<file path="src/rtl/pipe_hazard_ctrl_if.sv">
// ID-stage hazard bundle between the decode stage and the hazard unit.
// Master drives the ID instruction fields; slave returns stall/enables.
interface pipe_hazard_ctrl_if;
  logic [4:0] id_rs;
  logic [4:0] id_rt;
  logic [1:0] id_rs_tuse;
  logic [1:0] id_rt_tuse;
  logic [4:0] id_waddr;
  logic [1:0] id_tnew;
  logic [1:0] id_md_op;
  logic       id_md_use;
  logic       stall;
  logic       pc_en;
  logic       ifid_en;
  logic       idex_flush;
  logic       md_busy;
  logic [3:0] md_cnt;

  modport master (
    output id_rs,
    output id_rt,
    output id_rs_tuse,
    output id_rt_tuse,
    output id_waddr,
    output id_tnew,
    output id_md_op,
    output id_md_use,
    input  stall,
    input  pc_en,
    input  ifid_en,
    input  idex_flush,
    input  md_busy,
    input  md_cnt
  );

  modport slave (
    input  id_rs,
    input  id_rt,
    input  id_rs_tuse,
    input  id_rt_tuse,
    input  id_waddr,
    input  id_tnew,
    input  id_md_op,
    input  id_md_use,
    output stall,
    output pc_en,
    output ifid_en,
    output idex_flush,
    output md_busy,
    output md_cnt
  );
endinterface

</file>
<file path="src/rtl/pipe_hazard_ctrl.sv">
// Tuse/Tnew stall and flush generator for the 5-stage pipeline.
// Shadows EX/MEM destinations and tracks the mult/div busy window.
module pipe_hazard_ctrl #(
  parameter int unsigned MULT_CYC = 5,
  parameter int unsigned DIV_CYC  = 10
) (
  input logic              clk,
  input logic              reset,
  pipe_hazard_ctrl_if.slave hz
);

  localparam logic [3:0] MULT_LD = 4'(MULT_CYC);
  localparam logic [3:0] DIV_LD  = 4'(DIV_CYC);

  typedef struct packed {
    logic [4:0] waddr;
    logic [1:0] tnew;
  } shadow_t;

  shadow_t    ex_q;
  shadow_t    ex_d;
  shadow_t    mem_q;
  shadow_t    mem_d;
  logic [3:0] md_cnt_q;
  logic [3:0] md_cnt_d;

  logic rs_haz;
  logic rt_haz;
  logic md_haz;
  logic md_busy;
  logic stall;
  logic issue_mult;
  logic issue_div;
  logic md_dec;

  function automatic logic [1:0] sat_dec(
    input logic [1:0] t
  );
    return (t == 2'd0) ? 2'd0 : t - 2'd1;
  endfunction

  // Tuse 3 means the source is unused; $0 never aliases a producer.
  function automatic logic src_haz(
    input logic [4:0] src,
    input logic [1:0] tuse,
    input shadow_t    s
  );
    return (src != 5'd0)
        && (tuse != 2'd3)
        && (src == s.waddr)
        && (tuse < s.tnew);
  endfunction

  always_comb begin
    rs_haz = src_haz(hz.id_rs, hz.id_rs_tuse, ex_q)
           | src_haz(hz.id_rs, hz.id_rs_tuse, mem_q);
    rt_haz = src_haz(hz.id_rt, hz.id_rt_tuse, ex_q)
           | src_haz(hz.id_rt, hz.id_rt_tuse, mem_q);
    md_busy = (md_cnt_q != 4'd0);
    md_haz  = hz.id_md_use & md_busy;
    stall   = rs_haz | rt_haz | md_haz;
  end

  always_comb begin
    ex_d = '0;
    if (!stall) begin
      ex_d.waddr = hz.id_waddr;
      ex_d.tnew  = hz.id_tnew;
    end
    mem_d.waddr = ex_q.waddr;
    mem_d.tnew  = sat_dec(ex_q.tnew);
  end

  // A stalled MD op never reaches EX, so it must not arm the counter.
  always_comb begin
    issue_mult = ~stall & (hz.id_md_op == 2'b01);
    issue_div  = ~stall & (hz.id_md_op == 2'b10);
    md_dec     = ~issue_mult & ~issue_div & md_busy;
    md_cnt_d   = 4'd0;
    unique case (1'b1)
      issue_mult: md_cnt_d = MULT_LD;
      issue_div:  md_cnt_d = DIV_LD;
      md_dec:     md_cnt_d = md_cnt_q - 4'd1;
      default:    md_cnt_d = 4'd0;
    endcase
  end

  always_ff @(posedge clk) begin
    if (reset) begin
      ex_q     <= '0;
      mem_q    <= '0;
      md_cnt_q <= 4'd0;
    end else begin
      ex_q     <= ex_d;
      mem_q    <= mem_d;
      md_cnt_q <= md_cnt_d;
    end
  end

  assign hz.stall      = stall;
  assign hz.pc_en      = ~stall;
  assign hz.ifid_en    = ~stall;
  assign hz.idex_flush = stall;
  assign hz.md_busy    = md_busy;
  assign hz.md_cnt     = md_cnt_q;

endmodule

</file>
<file path="src/flat_wrapper.sv">
// flat-port wrapper written by rule: the top's interface ports become plain ports
module pipe_hazard_ctrl_flat 
#(
  parameter int unsigned MULT_CYC = 5,
  parameter int unsigned DIV_CYC  = 10
)
  (clk, reset, hz_id_rs, hz_id_rt, hz_id_rs_tuse, hz_id_rt_tuse, hz_id_waddr, hz_id_tnew, hz_id_md_op, hz_id_md_use, hz_stall, hz_pc_en, hz_ifid_en, hz_idex_flush, hz_md_busy, hz_md_cnt);
  pipe_hazard_ctrl_if hz_i ();
  input logic clk;
  input logic reset;
  input wire logic [$bits(hz_i.id_rs)-1:0] hz_id_rs;
  input wire logic [$bits(hz_i.id_rt)-1:0] hz_id_rt;
  input wire logic [$bits(hz_i.id_rs_tuse)-1:0] hz_id_rs_tuse;
  input wire logic [$bits(hz_i.id_rt_tuse)-1:0] hz_id_rt_tuse;
  input wire logic [$bits(hz_i.id_waddr)-1:0] hz_id_waddr;
  input wire logic [$bits(hz_i.id_tnew)-1:0] hz_id_tnew;
  input wire logic [$bits(hz_i.id_md_op)-1:0] hz_id_md_op;
  input wire logic [$bits(hz_i.id_md_use)-1:0] hz_id_md_use;
  output wire logic [$bits(hz_i.stall)-1:0] hz_stall;
  output wire logic [$bits(hz_i.pc_en)-1:0] hz_pc_en;
  output wire logic [$bits(hz_i.ifid_en)-1:0] hz_ifid_en;
  output wire logic [$bits(hz_i.idex_flush)-1:0] hz_idex_flush;
  output wire logic [$bits(hz_i.md_busy)-1:0] hz_md_busy;
  output wire logic [$bits(hz_i.md_cnt)-1:0] hz_md_cnt;
  assign hz_i.id_rs = hz_id_rs;
  assign hz_i.id_rt = hz_id_rt;
  assign hz_i.id_rs_tuse = hz_id_rs_tuse;
  assign hz_i.id_rt_tuse = hz_id_rt_tuse;
  assign hz_i.id_waddr = hz_id_waddr;
  assign hz_i.id_tnew = hz_id_tnew;
  assign hz_i.id_md_op = hz_id_md_op;
  assign hz_i.id_md_use = hz_id_md_use;
  assign hz_stall = hz_i.stall;
  assign hz_pc_en = hz_i.pc_en;
  assign hz_ifid_en = hz_i.ifid_en;
  assign hz_idex_flush = hz_i.idex_flush;
  assign hz_md_busy = hz_i.md_busy;
  assign hz_md_cnt = hz_i.md_cnt;
  pipe_hazard_ctrl #(.MULT_CYC(MULT_CYC), .DIV_CYC(DIV_CYC)) u_core (.clk(clk), .reset(reset), .hz(hz_i));
endmodule
</file>
<file path="config.mk">
export PLATFORM = sky130hd
export DESIGN_NAME = pipe_hazard_ctrl_flat
export DESIGN_NICKNAME = d
export VERILOG_FILES = /design/src/rtl/pipe_hazard_ctrl_if.sv /design/src/rtl/pipe_hazard_ctrl.sv /design/src/flat_wrapper.sv
export SDC_FILE = /design/constraint.sdc
export NUM_CORES = 1
export LEC_CHECK = 0
export CORE_MARGIN = 8
export CORE_UTILIZATION = 48
export DETAILED_ROUTE_END_ITERATION = 7
export PLACE_DENSITY = 0.93
export SYNTH_ARGS = -nofsm -noshare
export SYNTH_HDL_FRONTEND = slang
export SYNTH_SLANG_ARGS = --single-unit
</file>
<file path="constraint.sdc">
create_clock -name clk -period 4.6 [get_ports clk]
set_clock_uncertainty 0.15 [all_clocks]
set_input_delay 0.92 -clock clk [delete_from_list [all_inputs] [get_ports clk]]
set_output_delay 0.92 -clock clk [all_outputs]
set_load 0.005 [all_outputs]
</file>
Word-level counts from Yosys, hierarchy flattened
Index checks and enable logic that the tools add are counted.

Input bits: 26. Flip-flop bits (word level): 18. Logic and storage cells: 48.

Order comparisons: 4. Reductions and logical operators: 16. Muxes and demuxes: 1. Bitwise operators: 12. Equality and inequality tests: 8. Add/subtract/negate cells: 2.

Operators with widths (count): $eq 5x5->1 (4); $pmux 4 s3 (1); $logic_and 1x1->1 (10); $reduce_bool 5->1 (2); $lt 2x2->1 (4); $and 1x1->1 (5); $ne 2x2->1 const B (2); $or 1x1->1 (4); $reduce_bool 4->1 (1); $reduce_or 2->1 (2); $sub 4x1->4 const B (1); $not 1->1 (3); $eq 2x1->1 const B (1); $eq 2x2->1 const B (1); $logic_not 2->1 (1); $sub 2x1->2 const B (1).

Depth between registers and ports, before layout
Depth after elaboration: 13. Depth in mapped cells: 9. Gate-level depth less buffers: 8.

Least setup slack after synthesis
No wires, ideal clock.

Path kind: input port to output port. Start: in hz_id_rt_tuse[1]. End: out hz_stall. Slack: 1.169 ns. Arrival time: 2.361 ns. Cell stages on the path: 7. Buffers on the path: 1. Path through: ha_1 > a2111oi_0 > nand4_1 > a221oi_4 > nor2_1 > inv_1 > buf_4.

Longest elaborated chain between the ends: 7.

Ends and longest elaborated chain: start, declared (RTL line flat_wrapper.sv:14) `input wire logic [$bits(hz_i.id_rt_tuse)-1:0] hz_id_rt_tuse;`; $ne 2x2->1 (RTL line pipe_hazard_ctrl.sv:49) `&& (tuse != 2'd3)`; $logic_and 1x1->1 (RTL line pipe_hazard_ctrl.sv:49); $logic_and 1x1->1 (RTL line pipe_hazard_ctrl.sv:50) `&& (src == s.waddr)`; $logic_and 1x1->1 (RTL line pipe_hazard_ctrl.sv:51) `&& (tuse < s.tnew);`; $or 1x1->1 * (RTL line pipe_hazard_ctrl.sv:58) `| src_haz(hz.id_rt, hz.id_rt_tuse, mem_q);`; $or 1x1->1 * (2 in a row) (RTL line pipe_hazard_ctrl.sv:61) `stall = rs_haz | rt_haz | md_haz;`; end, declared (RTL line flat_wrapper.sv:19) `output wire logic [$bits(hz_i.stall)-1:0] hz_stall;`.

Mark *: on every way between the ends. The rest lies on a longest branch, timed or not.

Worst setup path in the final report
Start: in hz_id_rt_tuse[1]. End: out hz_idex_flush.

Longest elaborated chain between the ends: 7.

Ends and longest elaborated chain: $ne 2x2->1 (RTL line pipe_hazard_ctrl.sv:49); $logic_and 1x1->1 (RTL line pipe_hazard_ctrl.sv:49); $logic_and 1x1->1 (RTL line pipe_hazard_ctrl.sv:50); $logic_and 1x1->1 (RTL line pipe_hazard_ctrl.sv:51); $or 1x1->1 * (RTL line pipe_hazard_ctrl.sv:58); $or 1x1->1 * (2 in a row) (RTL line pipe_hazard_ctrl.sv:61); end, declared (RTL line flat_wrapper.sv:22) `output wire logic [$bits(hz_i.idex_flush)-1:0] hz_idex_flush;`.

Marked as above.

==> summary.txt <==
Status -> complete, no violations
Post-DRT Antenna Nets -> 0
Sw power -> 0.208 mW
Synthesized Nets -> 150
Syn_area_per_cell -> 9.13 um^2
CTS Root Cell -> clkbuf_4
LEAKAGE -> 0.582 nW
Number of fill cells in the layout -> 168
Full die area -> 0.00399 mm^2
Setup Total Neg Slack -> 0 ps
CTS tree -> done
Worst reg2reg path depth -> 8
Largest net degree at the start of global routing -> 13
Non-Filler Instances -> 180
Top delay family on crit path -> buffers and inverters
Comb pwr share -> 51.3%
Initial antenna violation count -> 0
Crit path cell chain -> clkdlybuf4s50_1 > ha_1 > a2111oi_0 > nand4_1 > a221oi_4 > nor2_1 > inv_1 > clkdlybuf4s50_1
Clock share of power -> 12.1%
Post-layout minimum cycle time -> 4480 ps
Peak supply drop -> 321 uV
Buf/Inv on CP -> 3
Total of max-cap violations -> 0
First-pass GRT wire length -> 4550 um
Clk pin slew, worst setup/hold paths -> 80 ps
Met1 global-route usage -> 15.0%
Vias -> 976
Post-synthesis sequential area ratio -> 33.7%
Worst-Skew Late Latency -> 280 ps
Worst Path Arrival -> 3410 ps
Drt via density -> 5.42
Nets -> 187
Syn-to-layout area delta -> 36.2%
Clock sink count -> 18
TritonRoute pass-1 iters -> 4
Number of setup buffers added after CTS -> 0
Met3 usage -> 3.36%
Crit path capture type -> output pin
CTS Buffer Depth -> 2
Post-CTS sizing -> 0
Final hold violation count -> 0
Io pins -> 35
Final period util -> 97.4%
DR iter-0 viols -> 45
Gr busiest metal -> met2
CORE AREA -> 0.00215 mm^2
RSZ-0062 raised after global routing -> no
I/O Buffers -> 34
Flop and latch count out of synthesis -> 18
GRT Residual Overflow -> 0
Number of max-slew violations in the final report -> 0
WHS -> 372 ps
Setup CP Type -> input port to output pin
Synthesized cell area -> 0.00107 mm^2
Layout cell share with drive strength beyond 1 -> 5.26%
Initial core utilization -> 49.7%
PwrDens -> 403 mW/mm^2
Critical path's largest stage delay -> 500 ps
Utilization after layout -> 67.7%
Placed cell area -> 0.00143 mm^2
Hold_buf cts -> 0
Die Height -> 63.2 um
Level count of the clock H-tree -> 1
Peak Freq -> 223 MHz
Post-layout instance area -> 0.00146 mm^2
Critical path launch point type -> input port
Vias in the first global route -> 1035
Internal -> 0.378 mW
Max stage delay cell, worst path -> clkdlybuf4s50_1
Data required time of the worst path -> 3530 ps
Reg power frac -> 36.6%
Diodes inserted -> 0
Max_slew headroom -> 66.3%
CTS Buf Count -> 3
Mapped Cells -> 117
Placed Cells -> 177
Post-route DRC -> 0
Routed wire per std cell -> 15.8 um
CP max FO -> 3
Row Count -> 17
Stages on the worst setup path -> 8
Cell repeated most along the worst path -> clkdlybuf4s50_1
Final setup vio count -> 0
Die W -> 63.2 um
GR Util All Layers -> 14.2%
Final Wtd Congestion -> 0.949
Worst-Margin Slew -> 502 ps
GRT met2 Usage -> 24.1%
Final WL -> 2850 um
Yosys Warn Count -> 0
Switch share -> 35.5%
Synth unique cells -> 28
Hold Crit Depth -> 1
Half-perimeter wire length after placement -> 2380 um
Worst hold path class -> flop to flop
## cells by family after synthesis
kind of cell             count (synthesis)  synth area share, %
buffers and inverters                   12                 4.92
AO/OA/AOI/OAI                           21                 14.5
XOR/XNOR                                21                 17.2
AND/OR/NAND/NOR                         38                 21.4
adder cells (fa/ha/maj)                  7                 8.20
flip-flops                              18                 33.7
## final timing paths
check / from / end / slack [ps]
max: hz_id_rt_tuse[1] / hz_idex_flush / 120
min: u_core.ex_q[3]$_SDFF_PP0_ / u_core.mem_q[3]$_SDFF_PP0_ / 370
max reg2reg: u_core.ex_q[1]$_SDFF_PP0_ / u_core.hz.md_cnt[1]$_SDFF_PP0_ / 2230
min reg2reg: u_core.ex_q[3]$_SDFF_PP0_ / u_core.mem_q[3]$_SDFF_PP0_ / 370
## state kept, by name (all words and copies together), names as in the netlist
name	count
u_core.hz.md_cnt	4
u_core.ex_q	7
u_core.mem_q	7
## through the flow
stage,total power [mW],worst slack [ps]
2_1_floorplan,0.378,1170
3_3_place_gp,0.496,300
3_5_place_dp,0.517,122
4_1_cts,0.591,118
5_1_grt,0.633,58.9
6_report,0.586,119
## Yosys cell counts, drive strengths merged
cell	instances	area [um^2]
xor2	14	123
a21o	1	7.51
nand4	2	12.5
or4	4	33.8
or3	1	6.26
nor3	4	20.0
o21ai	10	50.1
ha	7	87.6
nand2	2	7.51
nor2b	5	31.3
a22oi	1	7.51
a31oi	4	25.0
clkbuf	1	3.75
inv	9	33.8
a211oi	2	15.0
a2111oi	2	23.8
dfxtp	18	360
buf	2	15.0
xnor2	7	61.3
nand2b	4	25.0
and2	8	50.1
nor4	2	12.5
a221oi	1	26.3
nor2	6	30.0
## cell usage in the layout (no fill, tap or decap), types with 3 or more instances in the layout
| cell type | n |
|---|---|
| clkdlybuf4s50_1 | 34 |
| dfxtp_1 | 18 |
| xor2_1 | 14 |
| inv_1 | 9 |
| and2_1 | 8 |
| o21ai_0 | 8 |
| xnor2_1 | 7 |
| ha_1 | 7 |
| nor2_1 | 5 |
| nor2b_1 | 5 |
| nand2b_1 | 4 |
| nor3_1 | 4 |
| a31oi_1 | 4 |
| or4_1 | 3 |
| clkbuf_4 | 3 |
## cell type report
type                    count  area, um^2  area share [%]
multi-input cells          87         656            45.1
flip-flops and latches     18         360            24.8
repair buffers             35         348            23.9
well taps                  28        35.0            2.41
inverters                   9        33.8            2.32
clock buffers               3        22.5            1.55
## power groups by stage
stage	sequential (mW)	clock [mW]	combinational [mW]
after CTS	0.214	0.0742	0.302
after floorplan	0.214	0	0.164
after detailed placement	0.218	0	0.299
after global routing	0.220	0.0823	0.331
after global placement	0.216	0	0.280
final	0.214	0.0711	0.301
## layer usage
metal  share of wire, %  vias to the layer above
met5                  0                        -
met3                6.3                        8
met2                 50                       47
met4                3.1                        0
li1                   -                      475
met1                 41                      446
(Power assumes the default switching activity.)
